--- src/rtl/alu_issue_pkg.sv ---
// ALUfn codes, MIPS opcode/funct values and the decoded issue record shared by
// the decoder and the issue pipeline.
package alu_issue_pkg;

  localparam int DW = 32;

  // ALUfn = {subtract, bool1, bool0, shft, math}
  localparam logic [4:0] FN_ADD  = 5'b00001;
  localparam logic [4:0] FN_SUB  = 5'b10001;
  localparam logic [4:0] FN_SLL  = 5'b00010;
  localparam logic [4:0] FN_SRL  = 5'b01010;
  localparam logic [4:0] FN_SRA  = 5'b01110;
  localparam logic [4:0] FN_AND  = 5'b00000;
  localparam logic [4:0] FN_OR   = 5'b00100;
  localparam logic [4:0] FN_XOR  = 5'b01000;
  localparam logic [4:0] FN_NOR  = 5'b01100;
  localparam logic [4:0] FN_SLT  = 5'b10011;
  localparam logic [4:0] FN_SLTU = 5'b10111;

  localparam logic [5:0] OP_RTYPE = 6'h00;
  localparam logic [5:0] OP_BEQ   = 6'h04;
  localparam logic [5:0] OP_BNE   = 6'h05;
  localparam logic [5:0] OP_ADDI  = 6'h08;
  localparam logic [5:0] OP_ADDIU = 6'h09;
  localparam logic [5:0] OP_SLTI  = 6'h0A;
  localparam logic [5:0] OP_SLTIU = 6'h0B;
  localparam logic [5:0] OP_ANDI  = 6'h0C;
  localparam logic [5:0] OP_ORI   = 6'h0D;
  localparam logic [5:0] OP_XORI  = 6'h0E;
  localparam logic [5:0] OP_LUI   = 6'h0F;
  localparam logic [5:0] OP_LW    = 6'h23;
  localparam logic [5:0] OP_SW    = 6'h2B;

  localparam logic [5:0] F_SLL  = 6'h00;
  localparam logic [5:0] F_SRL  = 6'h02;
  localparam logic [5:0] F_SRA  = 6'h03;
  localparam logic [5:0] F_SLLV = 6'h04;
  localparam logic [5:0] F_SRLV = 6'h06;
  localparam logic [5:0] F_SRAV = 6'h07;
  localparam logic [5:0] F_ADD  = 6'h20;
  localparam logic [5:0] F_ADDU = 6'h21;
  localparam logic [5:0] F_SUB  = 6'h22;
  localparam logic [5:0] F_SUBU = 6'h23;
  localparam logic [5:0] F_AND  = 6'h24;
  localparam logic [5:0] F_OR   = 6'h25;
  localparam logic [5:0] F_XOR  = 6'h26;
  localparam logic [5:0] F_NOR  = 6'h27;
  localparam logic [5:0] F_SLT  = 6'h2A;
  localparam logic [5:0] F_SLTU = 6'h2B;

  typedef struct packed {
    logic [DW-1:0] a;
    logic [DW-1:0] b;
    logic [4:0]    fn;
    logic          illegal;
  } issue_t;

  // Reset value of the D stage; also what an unsupported instruction issues.
  localparam issue_t ISSUE_IDLE    = '{a: '0, b: '0, fn: FN_ADD, illegal: 1'b0};
  localparam issue_t ISSUE_ILLEGAL = '{a: '0, b: '0, fn: FN_ADD, illegal: 1'b1};

  function automatic logic [DW-1:0] sext16(input logic [15:0] imm);
    return {{(DW-16){imm[15]}}, imm};
  endfunction

  function automatic logic [DW-1:0] zext16(input logic [15:0] imm);
    return {{(DW-16){1'b0}}, imm};
  endfunction

endpackage

--- src/rtl/alu_issue_if.sv ---
// Request, ALU-drive and response signals of the ALU issue unit.
// slave: the issue unit's view; master: the register-read / ALU / writeback side.
interface alu_issue_if #(
  parameter int N = 32
);

  logic          req_valid;
  logic          req_ready;
  logic [5:0]    req_op;
  logic [5:0]    req_funct;
  logic [4:0]    req_shamt;
  logic [15:0]   req_imm;
  logic [N-1:0]  req_rs;
  logic [N-1:0]  req_rt;

  logic [N-1:0]  alu_A;
  logic [N-1:0]  alu_B;
  logic [4:0]    alu_fn;
  logic [N-1:0]  alu_R;
  logic [3:0]    alu_flags;

  logic          rsp_valid;
  logic          rsp_ready;
  logic [N-1:0]  rsp_result;
  logic [3:0]    rsp_flags;
  logic          rsp_illegal;

  modport slave (
    input  req_valid, req_op, req_funct, req_shamt, req_imm, req_rs, req_rt,
    output req_ready,
    output alu_A, alu_B, alu_fn,
    input  alu_R, alu_flags,
    output rsp_valid, rsp_result, rsp_flags, rsp_illegal,
    input  rsp_ready
  );

  modport master (
    output req_valid, req_op, req_funct, req_shamt, req_imm, req_rs, req_rt,
    input  req_ready,
    input  alu_A, alu_B, alu_fn,
    output alu_R, alu_flags,
    input  rsp_valid, rsp_result, rsp_flags, rsp_illegal,
    output rsp_ready
  );

endinterface

--- src/rtl/alu_issue_decode.sv ---
// Combinational MIPS opcode/funct decoder: forms ALU operands A/B and ALUfn,
// and flags unsupported instructions as illegal (issued as 0+0).
module alu_issue_decode
  import alu_issue_pkg::*;
(
  input  logic [5:0]    op_i,
  input  logic [5:0]    funct_i,
  input  logic [4:0]    shamt_i,
  input  logic [15:0]   imm_i,
  input  logic [DW-1:0] rs_i,
  input  logic [DW-1:0] rt_i,
  output issue_t        issue_o
);

  logic [DW-1:0] imm_sext;
  logic [DW-1:0] imm_zext;
  logic [DW-1:0] shamt_zext;

  assign imm_sext   = sext16(imm_i);
  assign imm_zext   = zext16(imm_i);
  assign shamt_zext = {{(DW-5){1'b0}}, shamt_i};

  always_comb begin
    issue_o = '{a: rs_i, b: rt_i, fn: FN_ADD, illegal: 1'b0};
    case (op_i)
      OP_RTYPE: begin
        case (funct_i)
          F_ADD, F_ADDU: issue_o.fn = FN_ADD;
          F_SUB, F_SUBU: issue_o.fn = FN_SUB;
          F_AND:         issue_o.fn = FN_AND;
          F_OR:          issue_o.fn = FN_OR;
          F_XOR:         issue_o.fn = FN_XOR;
          F_NOR:         issue_o.fn = FN_NOR;
          F_SLT:         issue_o.fn = FN_SLT;
          F_SLTU:        issue_o.fn = FN_SLTU;
          // Constant shifts carry the amount in A; the ALU shifts B.
          F_SLL: begin
            issue_o.fn = FN_SLL;
            issue_o.a  = shamt_zext;
          end
          F_SRL: begin
            issue_o.fn = FN_SRL;
            issue_o.a  = shamt_zext;
          end
          F_SRA: begin
            issue_o.fn = FN_SRA;
            issue_o.a  = shamt_zext;
          end
          F_SLLV:        issue_o.fn = FN_SLL;
          F_SRLV:        issue_o.fn = FN_SRL;
          F_SRAV:        issue_o.fn = FN_SRA;
          default:       issue_o = ISSUE_ILLEGAL;
        endcase
      end
      OP_ADDI, OP_ADDIU, OP_LW, OP_SW: begin
        issue_o.fn = FN_ADD;
        issue_o.b  = imm_sext;
      end
      OP_SLTI: begin
        issue_o.fn = FN_SLT;
        issue_o.b  = imm_sext;
      end
      OP_SLTIU: begin
        issue_o.fn = FN_SLTU;
        issue_o.b  = imm_sext;
      end
      OP_ANDI: begin
        issue_o.fn = FN_AND;
        issue_o.b  = imm_zext;
      end
      OP_ORI: begin
        issue_o.fn = FN_OR;
        issue_o.b  = imm_zext;
      end
      OP_XORI: begin
        issue_o.fn = FN_XOR;
        issue_o.b  = imm_zext;
      end
      OP_LUI: begin
        issue_o.fn = FN_SLL;
        issue_o.a  = DW'(16);
        issue_o.b  = imm_zext;
      end
      OP_BEQ, OP_BNE: issue_o.fn = FN_SUB;
      default:        issue_o = ISSUE_ILLEGAL;
    endcase
  end

endmodule

--- src/rtl/alu_issue_unit.sv ---
// Two-stage ALU issue pipeline: D drives the ALU, W holds R/flags until accepted.
// Statistics counters stat_issued/stat_illegal exist only with ALU_ISSUE_STATS_EN.
module alu_issue_unit
  import alu_issue_pkg::*;
#(
  parameter int N       = 32,
  parameter int STATS_W = 16
) (
  input  logic       clock,
  input  logic       reset_n,
  alu_issue_if.slave bus
`ifdef ALU_ISSUE_STATS_EN
  ,
  output logic [STATS_W-1:0] stat_issued,
  output logic [STATS_W-1:0] stat_illegal
`endif
);

  if (N != DW || STATS_W < 1) begin : g_bad_cfg
    $error("alu_issue_unit: N must be 32 and STATS_W positive");
  end

  issue_t       dec;
  issue_t       d_q, d_d;
  logic         d_valid_q, d_valid_d;
  logic         w_valid_q, w_valid_d;
  logic [N-1:0] w_result_q, w_result_d;
  logic [3:0]   w_flags_q, w_flags_d;
  logic         w_illegal_q, w_illegal_d;
  logic         w_adv;
  logic         req_ready;
  logic         accept;

  alu_issue_decode u_decode (
    .op_i    (bus.req_op),
    .funct_i (bus.req_funct),
    .shamt_i (bus.req_shamt),
    .imm_i   (bus.req_imm),
    .rs_i    (bus.req_rs),
    .rt_i    (bus.req_rt),
    .issue_o (dec)
  );

  // W takes the D instruction whenever it is empty or being drained this cycle.
  assign w_adv     = d_valid_q & (~w_valid_q | bus.rsp_ready);
  assign req_ready = ~d_valid_q | w_adv;
  assign accept    = bus.req_valid & req_ready;

  always_comb begin
    d_d       = d_q;
    d_valid_d = d_valid_q;
    if (accept) begin
      d_d       = dec;
      d_valid_d = 1'b1;
    end else if (w_adv) begin
      d_valid_d = 1'b0;
    end
  end

  always_comb begin
    w_valid_d   = w_valid_q;
    w_result_d  = w_result_q;
    w_flags_d   = w_flags_q;
    w_illegal_d = w_illegal_q;
    if (w_adv) begin
      w_valid_d   = 1'b1;
      w_result_d  = bus.alu_R;
      w_flags_d   = bus.alu_flags;
      w_illegal_d = d_q.illegal;
    end else if (bus.rsp_ready) begin
      w_valid_d   = 1'b0;
    end
  end

  always_ff @(posedge clock or negedge reset_n) begin
    if (!reset_n) begin
      d_q         <= ISSUE_IDLE;
      d_valid_q   <= 1'b0;
      w_valid_q   <= 1'b0;
      w_result_q  <= '0;
      w_flags_q   <= '0;
      w_illegal_q <= 1'b0;
    end else begin
      d_q         <= d_d;
      d_valid_q   <= d_valid_d;
      w_valid_q   <= w_valid_d;
      w_result_q  <= w_result_d;
      w_flags_q   <= w_flags_d;
      w_illegal_q <= w_illegal_d;
    end
  end

  assign bus.req_ready   = req_ready;
  assign bus.alu_A       = d_q.a;
  assign bus.alu_B       = d_q.b;
  assign bus.alu_fn      = d_q.fn;
  assign bus.rsp_valid   = w_valid_q;
  assign bus.rsp_result  = w_result_q;
  assign bus.rsp_flags   = w_flags_q;
  assign bus.rsp_illegal = w_illegal_q;

`ifdef ALU_ISSUE_STATS_EN
  logic [STATS_W-1:0] stat_issued_q, stat_issued_d;
  logic [STATS_W-1:0] stat_illegal_q, stat_illegal_d;
  logic               rsp_fire;

  assign rsp_fire = w_valid_q & bus.rsp_ready;

  always_comb begin
    stat_issued_d  = stat_issued_q;
    stat_illegal_d = stat_illegal_q;
    if (rsp_fire) begin
      stat_issued_d = stat_issued_q + STATS_W'(1);
      if (w_illegal_q) begin
        stat_illegal_d = stat_illegal_q + STATS_W'(1);
      end
    end
  end

  always_ff @(posedge clock or negedge reset_n) begin
    if (!reset_n) begin
      stat_issued_q  <= '0;
      stat_illegal_q <= '0;
    end else begin
      stat_issued_q  <= stat_issued_d;
      stat_illegal_q <= stat_illegal_d;
    end
  end

  assign stat_issued  = stat_issued_q;
  assign stat_illegal = stat_illegal_q;
`endif

endmodule

--- src/flat_wrapper.sv ---
// flat-port wrapper written by rule: the top's interface ports become plain ports
module alu_issue_unit_flat import alu_issue_pkg::*;
#(
  parameter int N       = 32,
  parameter int STATS_W = 16
)
  (clock, reset_n, bus_req_valid, bus_req_op, bus_req_funct, bus_req_shamt, bus_req_imm, bus_req_rs, bus_req_rt, bus_req_ready, bus_alu_A, bus_alu_B, bus_alu_fn, bus_alu_R, bus_alu_flags, bus_rsp_valid, bus_rsp_result, bus_rsp_flags, bus_rsp_illegal, bus_rsp_ready);
  alu_issue_if #(.N(N)) bus_i ();
  input  logic clock;
  input  logic reset_n;
  input wire logic [$bits(bus_i.req_valid)-1:0] bus_req_valid;
  input wire logic [$bits(bus_i.req_op)-1:0] bus_req_op;
  input wire logic [$bits(bus_i.req_funct)-1:0] bus_req_funct;
  input wire logic [$bits(bus_i.req_shamt)-1:0] bus_req_shamt;
  input wire logic [$bits(bus_i.req_imm)-1:0] bus_req_imm;
  input wire logic [$bits(bus_i.req_rs)-1:0] bus_req_rs;
  input wire logic [$bits(bus_i.req_rt)-1:0] bus_req_rt;
  output wire logic [$bits(bus_i.req_ready)-1:0] bus_req_ready;
  output wire logic [$bits(bus_i.alu_A)-1:0] bus_alu_A;
  output wire logic [$bits(bus_i.alu_B)-1:0] bus_alu_B;
  output wire logic [$bits(bus_i.alu_fn)-1:0] bus_alu_fn;
  input wire logic [$bits(bus_i.alu_R)-1:0] bus_alu_R;
  input wire logic [$bits(bus_i.alu_flags)-1:0] bus_alu_flags;
  output wire logic [$bits(bus_i.rsp_valid)-1:0] bus_rsp_valid;
  output wire logic [$bits(bus_i.rsp_result)-1:0] bus_rsp_result;
  output wire logic [$bits(bus_i.rsp_flags)-1:0] bus_rsp_flags;
  output wire logic [$bits(bus_i.rsp_illegal)-1:0] bus_rsp_illegal;
  input wire logic [$bits(bus_i.rsp_ready)-1:0] bus_rsp_ready;
  assign bus_i.req_valid = bus_req_valid;
  assign bus_i.req_op = bus_req_op;
  assign bus_i.req_funct = bus_req_funct;
  assign bus_i.req_shamt = bus_req_shamt;
  assign bus_i.req_imm = bus_req_imm;
  assign bus_i.req_rs = bus_req_rs;
  assign bus_i.req_rt = bus_req_rt;
  assign bus_req_ready = bus_i.req_ready;
  assign bus_alu_A = bus_i.alu_A;
  assign bus_alu_B = bus_i.alu_B;
  assign bus_alu_fn = bus_i.alu_fn;
  assign bus_i.alu_R = bus_alu_R;
  assign bus_i.alu_flags = bus_alu_flags;
  assign bus_rsp_valid = bus_i.rsp_valid;
  assign bus_rsp_result = bus_i.rsp_result;
  assign bus_rsp_flags = bus_i.rsp_flags;
  assign bus_rsp_illegal = bus_i.rsp_illegal;
  assign bus_i.rsp_ready = bus_rsp_ready;
  alu_issue_unit #(.N(N), .STATS_W(STATS_W)) u_core (.clock(clock), .reset_n(reset_n), .bus(bus_i));
endmodule
--- config.mk ---
export PLATFORM = sky130hd
export DESIGN_NAME = alu_issue_unit_flat
export DESIGN_NICKNAME = d
export VERILOG_FILES = /design/src/rtl/alu_issue_pkg.sv /design/src/rtl/alu_issue_if.sv /design/src/rtl/alu_issue_decode.sv /design/src/rtl/alu_issue_unit.sv /design/src/flat_wrapper.sv
export SDC_FILE = /design/constraint.sdc
export NUM_CORES = 1
export LEC_CHECK = 0
export ABC_CLOCK_PERIOD_IN_PS = 1600
export CORE_ASPECT_RATIO = 1.25
export CORE_MARGIN = 8
export CORE_UTILIZATION = 30
export CTS_BUF_LIST = sky130_fd_sc_hd__clkbuf_8
export CTS_CLUSTER_SIZE = 16
export DETAILED_ROUTE_END_ITERATION = 8
export PLACE_DENSITY_LB_ADDON = 0.08
export SYNTH_ARGS = -nofsm -noshare
export SYNTH_HDL_FRONTEND = slang
export SYNTH_SLANG_ARGS = --single-unit
--- constraint.sdc ---
create_clock -name clock -period 1.6 [get_ports clock]
set_clock_uncertainty 0.05 [all_clocks]
set_input_delay 0.32 -clock clock [delete_from_list [all_inputs] [get_ports clock]]
set_output_delay 0.32 -clock clock [all_outputs]
set_load 0.01 [all_outputs]
==> summary.md, run 1 <==
| Metric | Value |
|---|---|
| Slew Viols, Final | `0` |
| Routed wire length | `17.5 mm` |
| Fmax | `551 MHz` |
| DRT iter0 DRCs | `147` |
| Die Ht | `165 um` |
| Fin Hold WS | `0.307 ns` |
| Compound-Gate Fraction of Synth Area | `0.210` |
| Vias per cell | `4.74` |
| Adder-cell share of the synthesized area | `0` |
| N_diodes | `0` |
| Largest net degree at the start of global routing | `73` |
| Clk pin slew, worst setup/hold paths | `0.12 ns` |
| First-pass GRT wire length | `26.1 mm` |
| HP Class | `input pin to flop` |
| Core area | `17,500 sq um` |
| Pleak | `4.07 nW` |
| Commonest cells after routing, fill and taps aside | `clkdlybuf4s50_1 (126), dlygate4sd2_1 (111), dfrtp_1 (108)` |
| Commonest non-fill, non-tap cell in the layout | `clkdlybuf4s50_1` |
| Clk sinks | `109` |
| Final cell count without fillers | `921` |
| Critical Path RT | `1.88 ns` |
| Router iterations before antenna repair | `4` |
| DP Area | `7870 sq um` |
| Synth Area in XOR/XNOR | `0` |
| Status | `finished with violations` |
| Drc violations | `0` |
| Min Tclk post-route | `1.81 ns` |
| Final setup fails | `65` |
| Worst setup margin | `-0.214 ns` |
| Worst IR Drop VDD | `0.000339 V` |
| Synth-to-Final Area Change | `54.0%` |
| Final hold violations | `0` |
| Max Root-Sink Buffers | `2` |
| Gr ovfl total | `0` |
| ANT nets after route | `0` |
| Sequential element share of the synthesized area | `0.509` |
| Dpl cells | `888` |
| Critical path class | `flop to flop` |
| WP data arrival | `2.10 ns` |
| Io pins | `245` |
| Yosys warnings | `0` |
| Worst-case reg-to-reg path depth | `7` |
| R2R Path Start | `u_core.bus.rsp_valid$_DFFE_PN0P_` |
| Insertion delay to the later sink of the worst-skew pair | `0.38 ns` |
| Tcrit/Tclk final | `1.13` |
| R2R setup slack | `-0.21 ns` |
| Setup crit start | `u_core.bus.rsp_valid$_DFFE_PN0P_` |
| Least-Margin Pin Slew | `0.427 ns` |
| Fraction of synthesized area in multiplexers | `0.0778` |
| Power Density | `775 nW/um^2` |
| CP Capture Type | `flop` |
| # port buffers | `244` |
| Cts bufs inserted | `9` |
| Die area | `22,400 sq um` |
| Crit path to | `u_core.bus.alu_A[19]$_DFFE_PN0P_` |
| Synth Area in Simple Gates | `0.0654` |
| Rows | `54` |
| Avg WL per Cell | `19.0 um` |
| Hpwl dp | `12.9 mm` |
| Post-synth EDFFs | `0` |
| Syn Area/Cell | `11.4 sq um` |
| Largest family of logic cells by synthesized area | `compound AO/OA/AOI/OAI gates` |
| Mapped Area | `5360 sq um` |
| Mapped Cells | `468` |
| Distinct cells, synth | `46` |
| Routed vias | `4,368` |
| Min-Delay Path Depth | `3` |
| Main synth FF type | `dfrtp_1` |
| Net count after synthesis | `605` |
| Synth Register Bits | `109` |
| Finished layout cell area | `8250 sq um` |
| Number of global-route vias before repair | `4,613` |
| Final Net Count | `829` |
| RSZ-0062 raised after global routing | `true` |
| Async set-reset flop share out of synthesis | `1.00` |
| Root buf cell | `clkbuf_8` |
| Initial core utilization | `0.306` |
| Share of cells above drive strength 1 | `0.209` |
| Max cap viols | `0` |
| Die Span X | `136 um` |
| Antenna violations before repair | `0` |
| H-tree levels | `3` |
| CTS tree | `built` |
| GRT Util Overall | `0.151` |
| Worst setup SP type | `flop` |
| Reg2reg end | `u_core.bus.alu_A[19]$_DFFE_PN0P_` |
| Failing checks | `negative setup slack` |
| CP Max Fanout | `7` |
| GP Congestion | `0.779` |
| Slew margin rel. | `0.715` |
logic make-up (layout without fill, tap and decap cells):
kind of cell / Yosys count / count (layout)
multiplexers: 37 / 37
buffers and inverters: 115 / 344
AND/OR/NAND/NOR: 62 / 62
flip-flops: 109 / 109
AO/OA/AOI/OAI: 145 / 145
flip-flops by register name (all words and copies together) (netlist names):
| name | count |
|---|---|
| u_core.bus.rsp_flags | 4 |
| u_core.bus.rsp_result | 32 |
| u_core.bus.rsp_illegal | 1 |
| u_core.bus.rsp_valid | 1 |
| u_core.bus.alu_A | 32 |
| u_core.d_q | 1 |
| u_core.bus.alu_B | 32 |
| u_core.bus.alu_fn | 5 |
| u_core.d_valid_q | 1 |
repair_timing:
item,4_1_cts,5_1_grt
hold buffers,1,0
setup endpoints to repair,178,71
setup buffers,11,2
pin swaps,19,15
resized for setup,139,24
cloned,3,1
endpoints found under the hold margin,108,0
area by class of cell:
cell class | instances | area (sq um)
fillers | 1635 | 9250
repair buffers | 309 | 2980
flip-flops and latches | 109 | 2730
multi-input cells | 244 | 1990
well taps | 224 | 280
clock buffers | 9 | 124
clock inverters | 7 | 75.1
inverters | 19 | 71.3
synth_stat cells, types with 7 or more instances:
cell type | count | area share
buf_4 | 70 | 0.098
nand2b_1 | 7 | 0.0082
a21oi_1 | 9 | 0.0084
a22o_1 | 59 | 0.096
a21o_1 | 16 | 0.022
inv_1 | 19 | 0.013
nand2_1 | 11 | 0.0077
o21ai_0 | 22 | 0.021
mux2_2 | 37 | 0.078
clkbuf_1 | 16 | 0.011
a31oi_1 | 18 | 0.021
dfrtp_1 | 108 | 0.50
nor2_1 | 12 | 0.0084
where the power goes:
group,total [mW],internal [mW],switching (mW)
Clock,1.75,0.626,1.13
Sequential,3.10,2.99,0.110
Combinational,1.55,0.894,0.653
worst max-delay path, stage by stage, from the launching register on:
cell,delay (ns)
dfrtp_1,0.43
nand3b_4,0.10
nand2_4,0.06
or4b_4,0.51
a21oi_4,0.18
buf_6,0.16
buf_16,0.13
a22o_1,0.14
through the flow:
step / power, mW / TNS, ns / worst slack [ns] / util
CTS: 6.51 / -14.30 / -0.273 / 0.467
floorplan: 3.83 / -10.07 / -0.222 / -
detailed placement: 4.84 / -65.77 / -1.09 / 0.450
global route: 6.74 / -15.71 / -0.287 / 0.472
global placement: 4.82 / -64.08 / -1.01 / 0.450
finish: 6.40 / -9.86 / -0.214 / 0.472
worst min path at each step:
stage                   from                                    to  slack [ns]
2_1_floorplan        reset_n       u_core.bus.alu_A[0]$_DFFE_PN0P_       -0.03
3_3_place_gp         reset_n  u_core.bus.rsp_result[1]$_DFFE_PN0P_        0.27
3_5_place_dp         reset_n  u_core.bus.rsp_result[1]$_DFFE_PN0P_        0.27
4_1_cts        bus_rsp_ready      u_core.bus.rsp_valid$_DFFE_PN0P_        0.28
5_1_grt        bus_rsp_ready      u_core.bus.rsp_valid$_DFFE_PN0P_        0.30
6_report       bus_rsp_ready      u_core.bus.rsp_valid$_DFFE_PN0P_        0.31
metal layers:
metal  part of all wire  track usage  vias to the layer above
met4              0.012       0.0516                        0
li1                   -            -                     2069
met5                  0            0                        -
met1               0.41        0.180                     2110
met3              0.087       0.0484                       11
met2               0.49        0.252                      178
Note: power is estimated with default switching activity, not from simulation.
==> inputs of run 2 (changes only) <==
--- a/config.mk
+++ b/config.mk
@@ -6,13 +6,15 @@
 export NUM_CORES = 1
 export LEC_CHECK = 0
 export ABC_CLOCK_PERIOD_IN_PS = 1600
+export CAP_MARGIN = 20
 export CORE_ASPECT_RATIO = 1.25
 export CORE_MARGIN = 8
 export CORE_UTILIZATION = 30
 export CTS_BUF_LIST = sky130_fd_sc_hd__clkbuf_8
 export CTS_CLUSTER_SIZE = 16
 export DETAILED_ROUTE_END_ITERATION = 8
-export PLACE_DENSITY_LB_ADDON = 0.08
+export MAX_ROUTING_LAYER = met4
+export PLACE_DENSITY = 0.68
 export SYNTH_ARGS = -nofsm -noshare
 export SYNTH_HDL_FRONTEND = slang
 export SYNTH_SLANG_ARGS = --single-unit
==> summary.md, run 2 (synthesis gave the netlist of run 1 again) <==
| Metric | Value |
|---|---|
| Vias per cell | `4.80` |
| Least-Margin Pin Slew | `0.370 ns` |
| Worst path slowest cell | `clkdlybuf4s50_1` |
| Core area | `17,500 sq um` |
| Routed wire length | `16.7 mm` |
| Largest net degree at the start of global routing | `61` |
| Part of the power in combinational logic | `0.244` |
| CTS tree | `built` |
| Rows | `54` |
| Number of global-route vias before repair | `4,810` |
| Fill count | `1,654` |
| Slew margin rel. | `0.754` |
| R2R Path Start | `u_core.bus.rsp_valid$_DFFE_PN0P_` |
| Die Ht | `165 um` |
| First-pass GRT wire length | `25.3 mm` |
| Worst-case reg-to-reg path depth | `7` |
| Commonest cells after routing, fill and taps aside | `clkdlybuf4s50_1 (126), dlygate4sd2_1 (108), dfrtp_1 (108)` |
| Min Tclk post-route | `1.80 ns` |
| Crit-path cells | `clkdlybuf4s50_1 > buf_6 > nand2b_1 > a21oi_1 > nand3_1 > a21oi_4 > buf_6 > buf_12 > a221o_1` |
| Failing checks | `negative setup slack` |
| Insertion delay to the later sink of the worst-skew pair | `0.38 ns` |
| Reg2reg end | `u_core.bus.alu_A[9]$_DFFE_PN0P_` |
| Fin Hold WS | `0.261 ns` |
| Cell mode on critical path | `buf_6` |
| Worst setup SP type | `input pin` |
| Clk pwr share | `0.260` |
| Drc violations | `0` |
| Root buf cell | `clkbuf_8` |
| H-tree levels | `3` |
| CP Capture Type | `flop` |
| Slew Viols, Final | `0` |
| Final hold violations | `0` |
| CP Max Fanout | `14` |
| Clk pin slew, worst setup/hold paths | `0.11 ns` |
| ANT nets after route | `0` |
| Tcrit/Tclk final | `1.13` |
| Final Net Count | `823` |
| Critical Path RT | `1.83 ns` |
| Initial core utilization | `0.306` |
| Gr ovfl total | `0` |
| DRT iter0 DRCs | `184` |
| Power Density | `767 nW/um^2` |
| R2R setup slack | `-0.20 ns` |
| Commonest non-fill, non-tap cell in the layout | `clkdlybuf4s50_1` |
| Router iterations before antenna repair | `4` |
| GRT Util Overall | `0.147` |
| Critical path class | `input pin to flop` |
| HP Class | `input pin to asynchronous set/reset pin` |
| Fmax | `554 MHz` |
| Share of power burned in registers | `0.496` |
| Avg WL per Cell | `18.3 um` |
| GP Congestion | `0.843` |
| RSZ-0062 raised after global routing | `true` |
| Cts bufs inserted | `9` |
| Max incr delay on CP | `0.50 ns` |
| Post-layout util | `0.467` |
| Clk sinks | `109` |
| Synth-to-Final Area Change | `52.4%` |
| Max cap viols | `0` |
| Switching share of power | `0.286` |
| Hpwl dp | `13.0 mm` |
| Status | `finished with violations` |
| Pleak | `4.05 nW` |
| WP data arrival | `2.03 ns` |
| # port buffers | `244` |
| Die Span X | `136 um` |
| Final setup fails | `49` |
| Io pins | `245` |
| Die area | `22,400 sq um` |
| Routed vias | `4,395` |
| Worst IR Drop VDD | `0.000337 V` |
| Internal power | `4.47 mW` |
| Total net switching power | `1.79 mW` |
| Worst setup margin | `-0.203 ns` |
| Max Root-Sink Buffers | `2` |
| Antenna violations before repair | `1` |
| Share of cells above drive strength 1 | `0.200` |
run 2: cell types whose count changed in the layout (fill, tap and decap cells not counted), moves of 2 or more:
| cell | previous run | this run |
|---|---|---|
| dlygate4sd2_1 | 111 | 108 |
| inv_8 | 3 | 1 |
| clkinv_4 | 0 | 3 |
| buf_4 | 45 | 39 |
| o21ai_1 | 1 | 5 |
| dlymetal6s2s_1 | 1 | 4 |
| o21ai_0 | 21 | 18 |
run 2: power groups by stage:
stage	Clock, mW	Combinational [mW]	Sequential, mW
after floorplan	0	0.593	3.23
after global placement	0	1.63	3.16
after detailed placement	0	1.67	3.17
after CTS	1.71	1.52	3.11
after global routing	1.82	1.65	3.14
final	1.63	1.53	3.10
run 2: cell type report:
type / count / area [sq um] / share of cell area
Antenna cell: 1 / 2.50 / 0.000306
Clock buffer: 9 / 124 / 0.0152
Clock inverter: 7 / 70.1 / 0.00858
Inverter: 19 / 71.3 / 0.00873
Multi-Input combinational cell: 244 / 1970 / 0.241
Sequential cell: 109 / 2730 / 0.334
Tap cell: 224 / 280 / 0.0343
Timing Repair Buffer: 303 / 2920 / 0.357
run 2: repair_timing:
item                                    in CTS  in global routing
buffers inserted                             5                  5
endpoints found under the setup margin     176                 72
hold buffers                                 1                  0
pin swaps                                    7                 10
gates resized for setup                    126                 33
cloned                                       2                  2
endpoints found under the hold margin       95                  0
run 2: worst max path at each step:
stage / from / end / cells after the start
after floorplan: u_core.bus.rsp_valid$_DFFE_PN0P_ / u_core.bus.alu_A[2]$_DFFE_PN0P_ / 6
after global placement: bus_req_op[5] / u_core.bus.alu_B[22]$_DFFE_PN0P_ / 8
after detailed placement: bus_req_op[5] / u_core.bus.alu_B[23]$_DFFE_PN0P_ / 8
after CTS: u_core.bus.rsp_valid$_DFFE_PN0P_ / u_core.bus.alu_B[5]$_DFFE_PN0P_ / 7
after global routing: u_core.bus.rsp_valid$_DFFE_PN0P_ / u_core.bus.alu_A[9]$_DFFE_PN0P_ / 7
final: bus_req_funct[3] / u_core.bus.alu_A[0]$_DFFE_PN0P_ / 9
run 2: metal layers:
layer  vias to the layer above  routed length, um  track usage
met3                        15               1300       0.0427
met1                      2141               6820        0.164
met4                         0                244       0.0587
met2                       181               8380        0.245
met5                         -                  0            -
li1                       2058                  -            -
run 2: critical path: cells and delay by family:
family | cells | cell delay (ns)
compound gates | 3 | 0.47
buf+inv | 4 | 0.93
simple gates | 2 | 0.30
run 2: metrics by stage:
stage               worst slack (ns)  area, sq um  power, mW  cells  setup TNS (ns)
floorplan                     -0.222         5380       3.83    468          -10.07
global placement              -0.720         7850       4.79    884          -54.29
detailed placement            -0.775         7850       4.84    884          -55.81
CTS                           -0.261         8040       6.34    908          -14.19
global route                  -0.276         8170       6.61    916          -11.73
finish                        -0.203         8170       6.26    916           -8.13
